### src/rtl/mem_stage.sv
// Memory-access stage: request/ack data-memory port with byte-lane steering and load extension.
// Define MEM_ALIGN_EXC_EN to flag misaligned halfword/word accesses instead of performing them.
module mem_stage (
  input  logic        CLK,
  input  logic        RST,
  input  logic        InValid,
  input  logic [31:0] Ins,
  input  logic [31:0] Result,
  input  logic [31:0] Rdata2,
  output logic        Stall,
  output logic        MemReq,
  output logic        MemWe,
  output logic [31:0] MemAddr,
  output logic [3:0]  MemBe,
  output logic [31:0] MemWdata,
  input  logic        MemAck,
  input  logic [31:0] MemRdata,
  output logic        Valid,
  output logic [31:0] Wdata,
  output logic        Exc
);

  localparam logic [5:0] OpLb  = 6'h20;
  localparam logic [5:0] OpLh  = 6'h21;
  localparam logic [5:0] OpLw  = 6'h23;
  localparam logic [5:0] OpLbu = 6'h24;
  localparam logic [5:0] OpLhu = 6'h25;
  localparam logic [5:0] OpSb  = 6'h28;
  localparam logic [5:0] OpSh  = 6'h29;
  localparam logic [5:0] OpSw  = 6'h2B;

  typedef enum logic [1:0] {StIdle, StWait, StDone} state_e;

  state_e      state_q, state_d;
  logic [5:0]  op_q, op_d;
  logic [1:0]  off_q, off_d;
  logic        memreq_q, memreq_d;
  logic        memwe_q, memwe_d;
  logic [31:0] memaddr_q, memaddr_d;
  logic [3:0]  membe_q, membe_d;
  logic [31:0] memwdata_q, memwdata_d;
  logic        valid_q, valid_d;
  logic [31:0] wdata_q, wdata_d;

  logic [5:0]  opcode;
  logic        is_load, is_store, is_memop, misaligned;
  logic [3:0]  lane_be;
  logic [31:0] lane_wdata;
  logic [7:0]  ld_byte;
  logic [15:0] ld_half;
  logic [31:0] ld_data;
  logic        unused_ins;

  assign opcode     = Ins[31:26];
  assign unused_ins = ^Ins[25:0];

  always_comb begin
    is_load  = 1'b0;
    is_store = 1'b0;
    case (opcode)
      OpLb, OpLh, OpLw, OpLbu, OpLhu: is_load  = 1'b1;
      OpSb, OpSh, OpSw:               is_store = 1'b1;
      default: ;
    endcase
  end

  assign is_memop = is_load | is_store;

`ifdef MEM_ALIGN_EXC_EN
  assign misaligned = (((opcode == OpLh) || (opcode == OpLhu) || (opcode == OpSh)) && Result[0])
                    | (((opcode == OpLw) || (opcode == OpSw)) && (Result[1:0] != 2'b00));
`else
  assign misaligned = 1'b0;
`endif

  // Store lanes are computed from the live offset; loads always enable all four lanes.
  always_comb begin
    lane_be    = 4'b1111;
    lane_wdata = Rdata2;
    case (opcode)
      OpSb: begin
        lane_be    = 4'b0001 << Result[1:0];
        lane_wdata = {4{Rdata2[7:0]}};
      end
      OpSh: begin
        lane_be    = Result[1] ? 4'b1100 : 4'b0011;
        lane_wdata = {2{Rdata2[15:0]}};
      end
      default: ;
    endcase
  end

  always_comb begin
    ld_byte = MemRdata[7:0];
    case (off_q)
      2'd1:    ld_byte = MemRdata[15:8];
      2'd2:    ld_byte = MemRdata[23:16];
      2'd3:    ld_byte = MemRdata[31:24];
      default: ld_byte = MemRdata[7:0];
    endcase
    ld_half = off_q[1] ? MemRdata[31:16] : MemRdata[15:0];
    case (op_q)
      OpLb:    ld_data = {{24{ld_byte[7]}}, ld_byte};
      OpLbu:   ld_data = {24'd0, ld_byte};
      OpLh:    ld_data = {{16{ld_half[15]}}, ld_half};
      OpLhu:   ld_data = {16'd0, ld_half};
      default: ld_data = MemRdata;
    endcase
  end

`ifdef MEM_ALIGN_EXC_EN
  logic exc_q, exc_d;
`endif

  always_comb begin
    state_d    = state_q;
    op_d       = op_q;
    off_d      = off_q;
    memreq_d   = memreq_q;
    memwe_d    = memwe_q;
    memaddr_d  = memaddr_q;
    membe_d    = membe_q;
    memwdata_d = memwdata_q;
    valid_d    = 1'b0;
    wdata_d    = wdata_q;
`ifdef MEM_ALIGN_EXC_EN
    exc_d      = 1'b0;
`endif
    unique case (state_q)
      StIdle: begin
        if (InValid) begin
          if (!is_memop) begin
            valid_d = 1'b1;
            wdata_d = Result;
          end
`ifdef MEM_ALIGN_EXC_EN
          else if (misaligned) begin
            valid_d = 1'b1;
            exc_d   = 1'b1;
            wdata_d = Result;
          end
`endif
          else begin
            op_d       = opcode;
            off_d      = Result[1:0];
            memreq_d   = 1'b1;
            memwe_d    = is_store;
            memaddr_d  = {Result[31:2], 2'b00};
            membe_d    = lane_be;
            memwdata_d = lane_wdata;
            state_d    = StWait;
          end
        end
      end
      StWait: begin
        if (MemAck) begin
          memreq_d = 1'b0;
          valid_d  = 1'b1;
          wdata_d  = memwe_q ? 32'd0 : ld_data;
          state_d  = StDone;
        end
      end
      StDone: begin
        state_d = StIdle;
      end
      default: state_d = StIdle;
    endcase
  end

  always_ff @(posedge CLK or negedge RST) begin
    if (!RST) begin
      state_q    <= StIdle;
      op_q       <= 6'd0;
      off_q      <= 2'd0;
      memreq_q   <= 1'b0;
      memwe_q    <= 1'b0;
      memaddr_q  <= 32'd0;
      membe_q    <= 4'd0;
      memwdata_q <= 32'd0;
      valid_q    <= 1'b0;
      wdata_q    <= 32'd0;
    end else begin
      state_q    <= state_d;
      op_q       <= op_d;
      off_q      <= off_d;
      memreq_q   <= memreq_d;
      memwe_q    <= memwe_d;
      memaddr_q  <= memaddr_d;
      membe_q    <= membe_d;
      memwdata_q <= memwdata_d;
      valid_q    <= valid_d;
      wdata_q    <= wdata_d;
    end
  end

`ifdef MEM_ALIGN_EXC_EN
  always_ff @(posedge CLK or negedge RST) begin
    if (!RST) begin
      exc_q <= 1'b0;
    end else begin
      exc_q <= exc_d;
    end
  end
  assign Exc = exc_q;
`else
  assign Exc = 1'b0;
`endif

  // Reset gates Stall so upstream is released the instant RST falls.
  assign Stall = RST & (((state_q == StIdle) & InValid & is_memop & ~misaligned)
                      | ((state_q == StWait) & ~MemAck));

  assign MemReq   = memreq_q;
  assign MemWe    = memwe_q;
  assign MemAddr  = memaddr_q;
  assign MemBe    = membe_q;
  assign MemWdata = memwdata_q;
  assign Valid    = valid_q;
  assign Wdata    = wdata_q;

endmodule

### config.mk
export PLATFORM = sky130hd
export DESIGN_NAME = mem_stage
export DESIGN_NICKNAME = d
export VERILOG_FILES = /design/src/rtl/mem_stage.sv
export SDC_FILE = /design/constraint.sdc
export NUM_CORES = 1
export LEC_CHECK = 0
export ABC_CLOCK_PERIOD_IN_PS = 4300
export BUFFER_PORTS_ARGS = -buffer_cell sky130_fd_sc_hd__buf_2
export CAP_MARGIN = 20
export CORE_MARGIN = 8
export CORE_UTILIZATION = 53
export DETAILED_ROUTE_END_ITERATION = 6
export HOLD_SLACK_MARGIN = 0.1
export MAX_ROUTING_LAYER = met4
export PLACE_DENSITY = 0.95
export SYNTH_ARGS = -nofsm -noshare
export SYNTH_HDL_FRONTEND = slang
export SYNTH_SLANG_ARGS = --single-unit
### constraint.sdc
create_clock -name CLK -period 4.3 [get_ports CLK]
set_input_delay 0.86 -clock CLK [delete_from_list [all_inputs] [get_ports CLK]]
set_output_delay 0.86 -clock CLK [all_outputs]
set_load 0.1 [all_outputs]
# Word-level counts from Yosys, hierarchy flattened
# Index checks and enable logic that the tools add are counted.
[totals]
register_bits = 111
[classes]
n_mux = 25
n_eq_ne = 20
n_reduce_logical = 8
shifts = 1
n_bitwise = 7
[op_table]
columns = ["operator", "n"]
rows = [
  ["$mux W32", 4],
  ["$pmux W32 S2", 2],
  ["$pmux W32 S4", 1],
  ["$eq A6 B6 Y1 const B", 12],
  ["$pmux W8 S3", 1],
  ["$mux W16", 1],
  ["$mux W1", 8],
  ["$ne A2 B2 Y1 const B", 4],
  ["$pmux W4 S2", 1],
  ["$reduce_and A4 Y1", 2],
  ["$mux W2", 3],
  ["$reduce_and A3 Y1", 2],
  ["$reduce_or A5 Y1", 1],
  ["$and A1 B1 Y1", 4],
  ["$eq A2 B1 Y1 const B", 2],
  ["$eq A2 B2 Y1 const B", 2],
  ["$mux W4", 1],
  ["$pmux W1 S2", 2],
  ["$pmux W2 S2", 1],
  ["$shl A1 B2 Y4 const A", 1],
  ["$reduce_or A3 Y1", 1],
  ["$logic_not A2 Y1", 1],
  ["$or A1 B1 Y1", 2],
  ["$reduce_bool A2 Y1", 1],
  ["$not A1 Y1", 1],
]

# Depth between registers and ports, before layout
# Gate-level depths: netlist of the first run.
[depth]
word_depth = 7
ltp_mapped = 7
depth_no_buf = 4

# Worst setup path after synthesis of the first run
# Ideal clock, no wire load.
[synth_timing]
path_type = "input to output"
start = "input port InValid"
end = "output port Stall"
slack_ns = 0.946
required_ns = 3.440
path_stages = 6
n_path_buf = 2
arrival_ns = 2.494
path_cell_list = "nor3b_2 > o2111ai_1 > buf_2 > buf_6 > o21ai_1 > and2_1"
[synth_via]
elab_chain_len = 4
[synth_lines]
columns = ["item", "line_no", "source"]
rows = [
  ["start, declared", "6", "input logic InValid,"],
  ["$and A1 B1 Y1 (2 in series)", "210", "assign Stall = RST & (((state_q == StIdle) & InValid & is_memop & ~misaligned)"],
  ["$or A1 B1 Y1", "211", "| ((state_q == StWait) & ~MemAck));"],
  ["$and A1 B1 Y1", "210", ""],
  ["end, declared", "10", "output logic Stall,"],
]
# No other way between the ends.

# Final worst setup path of the first run
[layout_timing]
start = "input port Ins[26]"
end = "output port Stall"
[layout_via]
elab_chain_len = 7
[layout_lines]
columns = ["item", "line_no", "source"]
rows = [
  ["start, declared", "7", "input logic [31:0] Ins,"],
  ["$eq A6 B6 Y1", "60", "case (opcode)"],
  ["$reduce_or A5 Y1 or $reduce_or A3 Y1 (tied branches)", "60", ""],
  ["$mux W1", "60", ""],
  ["$or A1 B1 Y1 (*)", "67", "assign is_memop = is_load | is_store;"],
  ["$and A1 B1 Y1 (*)", "210", ""],
  ["$or A1 B1 Y1 (*)", "211", ""],
  ["$and A1 B1 Y1 (*)", "210", ""],
]
# Every way passes the cells marked *; elsewhere a longest branch is shown, timed or not.

==> summary.md, run 1 <==
| Metric | Value |
|---|---|
| Final Cell Area | `7350 um^2` |
| CP Max Fanout | `15` |
| Hold buffer count at CTS | `0` |
| Comb pwr share | `0.557` |
| Worst-margin pin slew | `0.993 ns` |
| Initial antenna violation count | `2` |
| Via count | `5242` |
| Peak supply drop | `521 uV` |
| Clk Latency, worst-skew pair | `0.35 ns` |
| Post-route clock period utilization | `0.683` |
| Std-Cell Rows | `38` |
| Sequential element share of the synthesized area | `0.465` |
| Area grow syn2layout | `23.0%` |
| Synthesized cell area | `5970 um^2` |
| Seq cells post-synth | `111` |
| Largest net degree at the start of global routing | `103` |
| Async SR Flop Fraction | `1.00` |
| Finish-stage setup viols | `0` |
| CTS buffer count | `9` |
| Min setup slack post-route | `1.37 ns` |
| Metal3 WL | `1940 um` |
| First-pass GRT wire length | `28300 um` |
| CP Capture Type | `output pin` |
| Root Driver | `clkbuf_16` |
| WL final | `18500 um` |
| Hold path cells | `2` |
| Final HPWL DP | `13900 um` |
| Worst slew margin | `0.338` |
| DRT met1 WL | `7370 um` |
| DRC | `0` |
| Postcts setup bufs | `0` |
| Post-DRT Antenna Nets | `0` |
| Number of max-cap violations | `0` |
| Synth top area share | `0.465` |
| CTS Sinks | `111` |
| Setup WS pre-CTS | `1.35 ns` |
| Highest metal layer with signal wires | `met4` |
| TritonCTS clock tree | `done` |
| Die W | `122 um` |
| # port buffers | `207` |
| Clk slew on worst S/H paths | `0.07 ns` |
| RSZ-0062 raised after global routing | `false` |
| Sw Share | `0.562` |
| Main synth FF type | `dfrtp_1` |
| Fin crit period | `2.93 ns` |
| GR Overflow Total | `0` |
| Max frequency | `341 MHz` |
| DR iter-0 viols | `471` |
| Clk buf depth | `2` |
| # fillers | `814` |
| Tot GR Track Use | `0.251` |
| Die Y | `122 um` |
| Power Dens Cells | `719 nW/um^2` |
| Synthesis Warnings | `0` |
| Synth cell types | `58` |
| Most common cell in the netlist | `dfrtp_1` |
| Seq pwr share | `0.284` |
| Synth top cells by count | `dfrtp_1 (111), nand2_1 (42), mux2i_1 (38), mux2_1 (32), mux2_2 (29)` |
| Multi-input logic area | `2920 um^2` |
| H-Tree Depth | `3` |
| Main area contributors after synthesis | `dfrtp_1 (47%), mux2i_1 (6.4%), mux2_1 (6.0%)` |
| Cells after Synth | `530` |
| Worst reg-to-reg setup slack | `1.77 ns` |
| Layout cell share with drive strength beyond 1 | `0.408` |
| NetSw | `2.97 mW` |
| Pleak | `3.43 nW` |
| Cells on worst reg2reg path | `4` |
| P_int | `2.31 mW` |
| Avg WL per Cell | `21.5 um` |
| Vias per cell | `6.08` |
| Crit Path Category | `input pin to output pin` |
| Clock Power Share | `0.159` |
| Endpoints failing hold | `0` |
| Die area | `14900 um^2` |
| CP Launch Type | `input pin` |
| Post-cts sizing count | `0` |
| Setup TNS | `0 ns` |
| Nets@finish | `846` |
| Worst Skew | `0.0144 ns` |
| Initial Util | `0.546` |
| Slew Viols, Final | `0` |
| # IOs | `237` |
| Core area | `10900 um^2` |
| Gp weighted congestion | `0.923` |
| Crit path required time | `3.44 ns` |
| Hold/Removal Path Class | `flop to flop` |
| Synth area leader | `dfrtp_1` |
| Vias in the first global route | `5331` |
| Metal2 WL | `8710 um` |
| DR pass1 iterations | `5` |
| Register area | `2780 um^2` |
| Status | `finished, final reports clean` |
| Crit path DAT | `2.07 ns` |
| EDFF count, synth | `0` |
| Syn Area/Cell | `11.3 um^2` |
| Dpl cell area | `7020 um^2` |
## cells in the final DEF, fill, tap and decap left out, drive strengths merged, types with 4 or more instances in the layout
cell type and count:
nor2 18, o31ai 7, a21oi 5, a22o 7
a221o 6, o211ai 4, dfrtp 111, a211oi 7
buf 218, a32o 12, clkinv 4, nand2b 20
inv 5, o22ai 40, mux2i 38, a21boi 8
o21ai 46, nand2 42, nor3 4, mux2 61
clkbuf 10, nor2b 6
## power groups by stage
stage	Clock [mW]	Sequential (mW)	Combinational [mW]
after floorplan	0	3.24	0.678
after global placement	0	1.49	2.90
after detailed placement	0	1.51	2.94
after CTS	0.853	1.50	2.94
after global routing	0.892	1.53	3.03
final	0.840	1.50	2.94
## area by class of cell
| cell class | count | area share |
|---|---|---|
| diodes | 3 | 0.00102 |
| clock inverters | 6 | 0.00902 |
| flip-flops and latches | 111 | 0.378 |
| inverters | 4 | 0.00204 |
| repair buffers | 218 | 0.157 |
| multi-input cells | 370 | 0.398 |
| well taps | 140 | 0.0238 |
| clock buffers | 10 | 0.0312 |
## metrics by stage
| step | total power, mW | utilization | hold slack, ns | cells |
|---|---|---|---|---|
| after global routing | 5.46 | 0.672 | 0.498 | 861 |
| after global placement | 4.39 | 0.642 | 0.456 | 842 |
| after detailed placement | 4.45 | 0.642 | 0.470 | 842 |
| final | 5.28 | 0.672 | 0.483 | 862 |
| after CTS | 5.30 | 0.669 | 0.486 | 858 |
| after floorplan | 3.92 | - | 0.440 | 532 |
## sequential cells by signal, indices dropped and copies added (netlist names)
name and flops:
MemWdata 32, Wdata 32, MemAddr 30, op_q 6, MemBe 4, off_q 2, state_q 2, MemReq 1
MemWe 1, Valid 1
## logic make-up after synthesis
kind of cell    Yosys count  share of synthesized area
compound gates          154                      0.191
buf+inv                  51                     0.0524
flops                   111                      0.465
mux                     100                      0.182
other cells               1                   0.000628
simple gates            113                      0.108
## layer usage
| metal | vias to the layer above | GRT usage |
|---|---|---|
| met5 | - | - |
| met4 | 0 | 0.0982 |
| met3 | 34 | 0.0648 |
| met2 | 322 | 0.393 |
| met1 | 2535 | 0.304 |
| li1 | 2351 | - |
## worst paths after layout
kind | start | end
max reg2reg | off_q[1] | Wdata[8]
min in group asynchronous | RST | MemAddr[4]
min reg2reg | MemWdata[8] | MemWdata[8]
max | Ins[26] | Stall
max in group asynchronous | RST | MemWdata[9]
min | MemWdata[8] | MemWdata[8]
## worst max-delay path, stage by stage
cell and delay [ns]:
buf_2 0.30, nor2b_1 0.26, o2111ai_4 0.13, o21ai_1 0.13, and2_1 0.20, buf_12 0.19
No activity file was read; power rests on OpenSTA's default activity.
==> run 2, diff against run 1 <==
- ABC_CLOCK_PERIOD_IN_PS: 4300 -> 2400
- CORE_UTILIZATION: 53 -> 44
- PLACE_DENSITY: 0.95 -> 0.88
- clock period: 4.3 -> 2.4 ns (I/O delays scaled with it)
==> run 2 against run 1 <==
Against the previous run:
- worst setup slack got worse by 1.3 ns
- highest routed layer unchanged
- worst hold slack worse by 0.26 ns
- critical path type is now flop to output pin
- register-to-register slack got worse by 1.5 ns
- sequential share of layout area down 0.75 points
- largest cell class unchanged
- routed wire length rose by 0.30%
- die area rose by 18%
- largest power group unchanged
- sequential power grew 76%
- clock power up 88%
- clock skew is 0.0032 ns lower
==> summary.md, run 2 (synthesized netlist as in run 1, its figures left out) <==
| Metric | Value |
|---|---|
| # IOs | `237` |
| Fin crit period | `2.31 ns` |
| Die area | `17600 um^2` |
| Post-cts sizing count | `0` |
| Clk Latency, worst-skew pair | `0.35 ns` |
| DR pass1 iterations | `6` |
| Setup TNS | `0 ns` |
| Clk slew on worst S/H paths | `0.08 ns` |
| Vias per cell | `5.71` |
| CP max stage cell | `dfrtp_1` |
| Register area | `2780 um^2` |
| Final HPWL DP | `13700 um` |
| CP Max Fanout | `4` |
| Max frequency | `433 MHz` |
| Power Dens Cells | `1270 nW/um^2` |
| Worst Setup SP | `state_q[0]` |
| Die W | `133 um` |
| Clk buf depth | `2` |
| First-pass GRT wire length | `29400 um` |
| Postcts setup bufs | `0` |
| Vias in the first global route | `5357` |
| Cells on worst reg2reg path | `5` |
| Final Cell Area | `7500 um^2` |
| Worst r2r src | `state_q[0]` |
| Worst slew margin | `0.309` |
| Std-Cell Rows | `42` |
| GR Overflow Total | `0` |
| Peak supply drop | `738 uV` |
| DRC | `0` |
| Hold/Removal Path Class | `input pin to asynchronous set/reset pin` |
| Via count | `5154` |
| DR iter-0 viols | `370` |
| Post-Layout Cell Count | `903` |
| Min setup slack post-route | `0.0921 ns` |
| Tot GR Track Use | `0.215` |
| # fillers | `1161` |
| Hold buffer count at CTS | `0` |
| Die Y | `133 um` |
| RSZ-0062 raised after global routing | `false` |
| CTS buffer count | `9` |
| WL final | `18600 um` |
| Multi-input logic area | `2930 um^2` |
| Finish-stage setup viols | `0` |
| Root Driver | `clkbuf_16` |
| Worst Skew | `0.0112 ns` |
| Nets@finish | `852` |
| Core area | `13200 um^2` |
| # port buffers | `207` |
| Largest net degree at the start of global routing | `112` |
| Pwr Total | `9.54 mW` |
| Post-DRT Antenna Nets | `0` |
| CP Launch Type | `flop` |
| Status | `finished, final reports clean` |
| Worst-margin pin slew | `1.04 ns` |
| Crit path DAT | `1.83 ns` |
| Gp weighted congestion | `0.863` |
| Area grow syn2layout | `25.5%` |
| Pleak | `3.48 nW` |
| Dpl cell area | `7180 um^2` |
| Worst reg-to-reg setup slack | `0.26 ns` |
| CP Capture Type | `output pin` |
| Post-Place Cells | `885` |
| CP peak stage delay | `0.42 ns` |
| Slew Viols, Final | `0` |
| Crit Path Category | `flop to output pin` |
| H-Tree Depth | `3` |
| Number of max-cap violations | `0` |
| Initial antenna violation count | `2` |
| Avg WL per Cell | `20.6 um` |
| Layout cell share with drive strength beyond 1 | `0.415` |
| CTS Sinks | `111` |
| Crit path required time | `1.92 ns` |
| Endpoints failing hold | `0` |
| CP cell instances | `nor3b_2, buf_4, o2111ai_4, o21ai_2, and2_2, buf_12` |
| Most frequent cells in the layout | `buf_2 (205), dfrtp_1 (111), nand2_1 (42)` |
| Initial Util | `0.451` |
| Post-route clock period utilization | `0.962` |
| R2R Path End | `Wdata[15]` |
| Most common cell after layout, fill and taps aside | `buf_2` |
| Setup WS pre-CTS | `0.0720 ns` |
| TritonCTS clock tree | `done` |
==> run 2: layer usage <==
metal	vias to the layer above	GRT usage	share of wire
li1	2358	-	-
met3	21	0.0640	0.091
met5	-	-	0
met4	0	0.0845	0.022
met2	292	0.338	0.47
met1	2483	0.256	0.42
==> run 2: worst max path at each step <==
| stage | endpoint | slack (ns) | cells past startpoint |
|---|---|---|---|
| after CTS | Stall | 0.06 | 6 |
| after floorplan | Stall | 0.09 | 6 |
| after global placement | Wdata[25] | 0.13 | 6 |
| final | Stall | 0.09 | 6 |
| after global routing | Stall | 0.008 | 6 |
| after detailed placement | Wdata[15] | 0.07 | 6 |
==> run 2: critical path: cells and delay by family (launching register included) <==
family                 cells  cell delay (ns)
DFF                        1             0.42
buffers and inverters      2             0.36
AOI/OAI and AO/OA          2             0.23
and+or+nand+nor            2             0.46
==> run 2: power by group <==
part / switching (mW) / internal (mW) / leakage (nW)
logic: 4.29 / 1.02 / 2.00
registers: 0.310 / 2.33 / 1.33
clock network: 0.712 / 0.873 / 0.153
==> run 2: layout make-up <==
class / instances / share of cell area
clock inverter: 4 / 0.00701
tap: 176 / 0.0294
sequential: 111 / 0.370
multi-input combinational: 370 / 0.390
clock buffer: 12 / 0.0342
timing repair buffer: 224 / 0.166
inverter: 4 / 0.00200
antenna: 2 / 0.000668
==> run 2: metrics by stage <==
| step | hold slack, ns | utilization |
|---|---|---|
| floorplan | 0.184 | - |
| global placement | 0.455 | 0.542 |
| detailed placement | 0.469 | 0.542 |
| CTS | 0.274 | 0.565 |
| global route | 0.279 | 0.566 |
| finish | 0.224 | 0.566 |
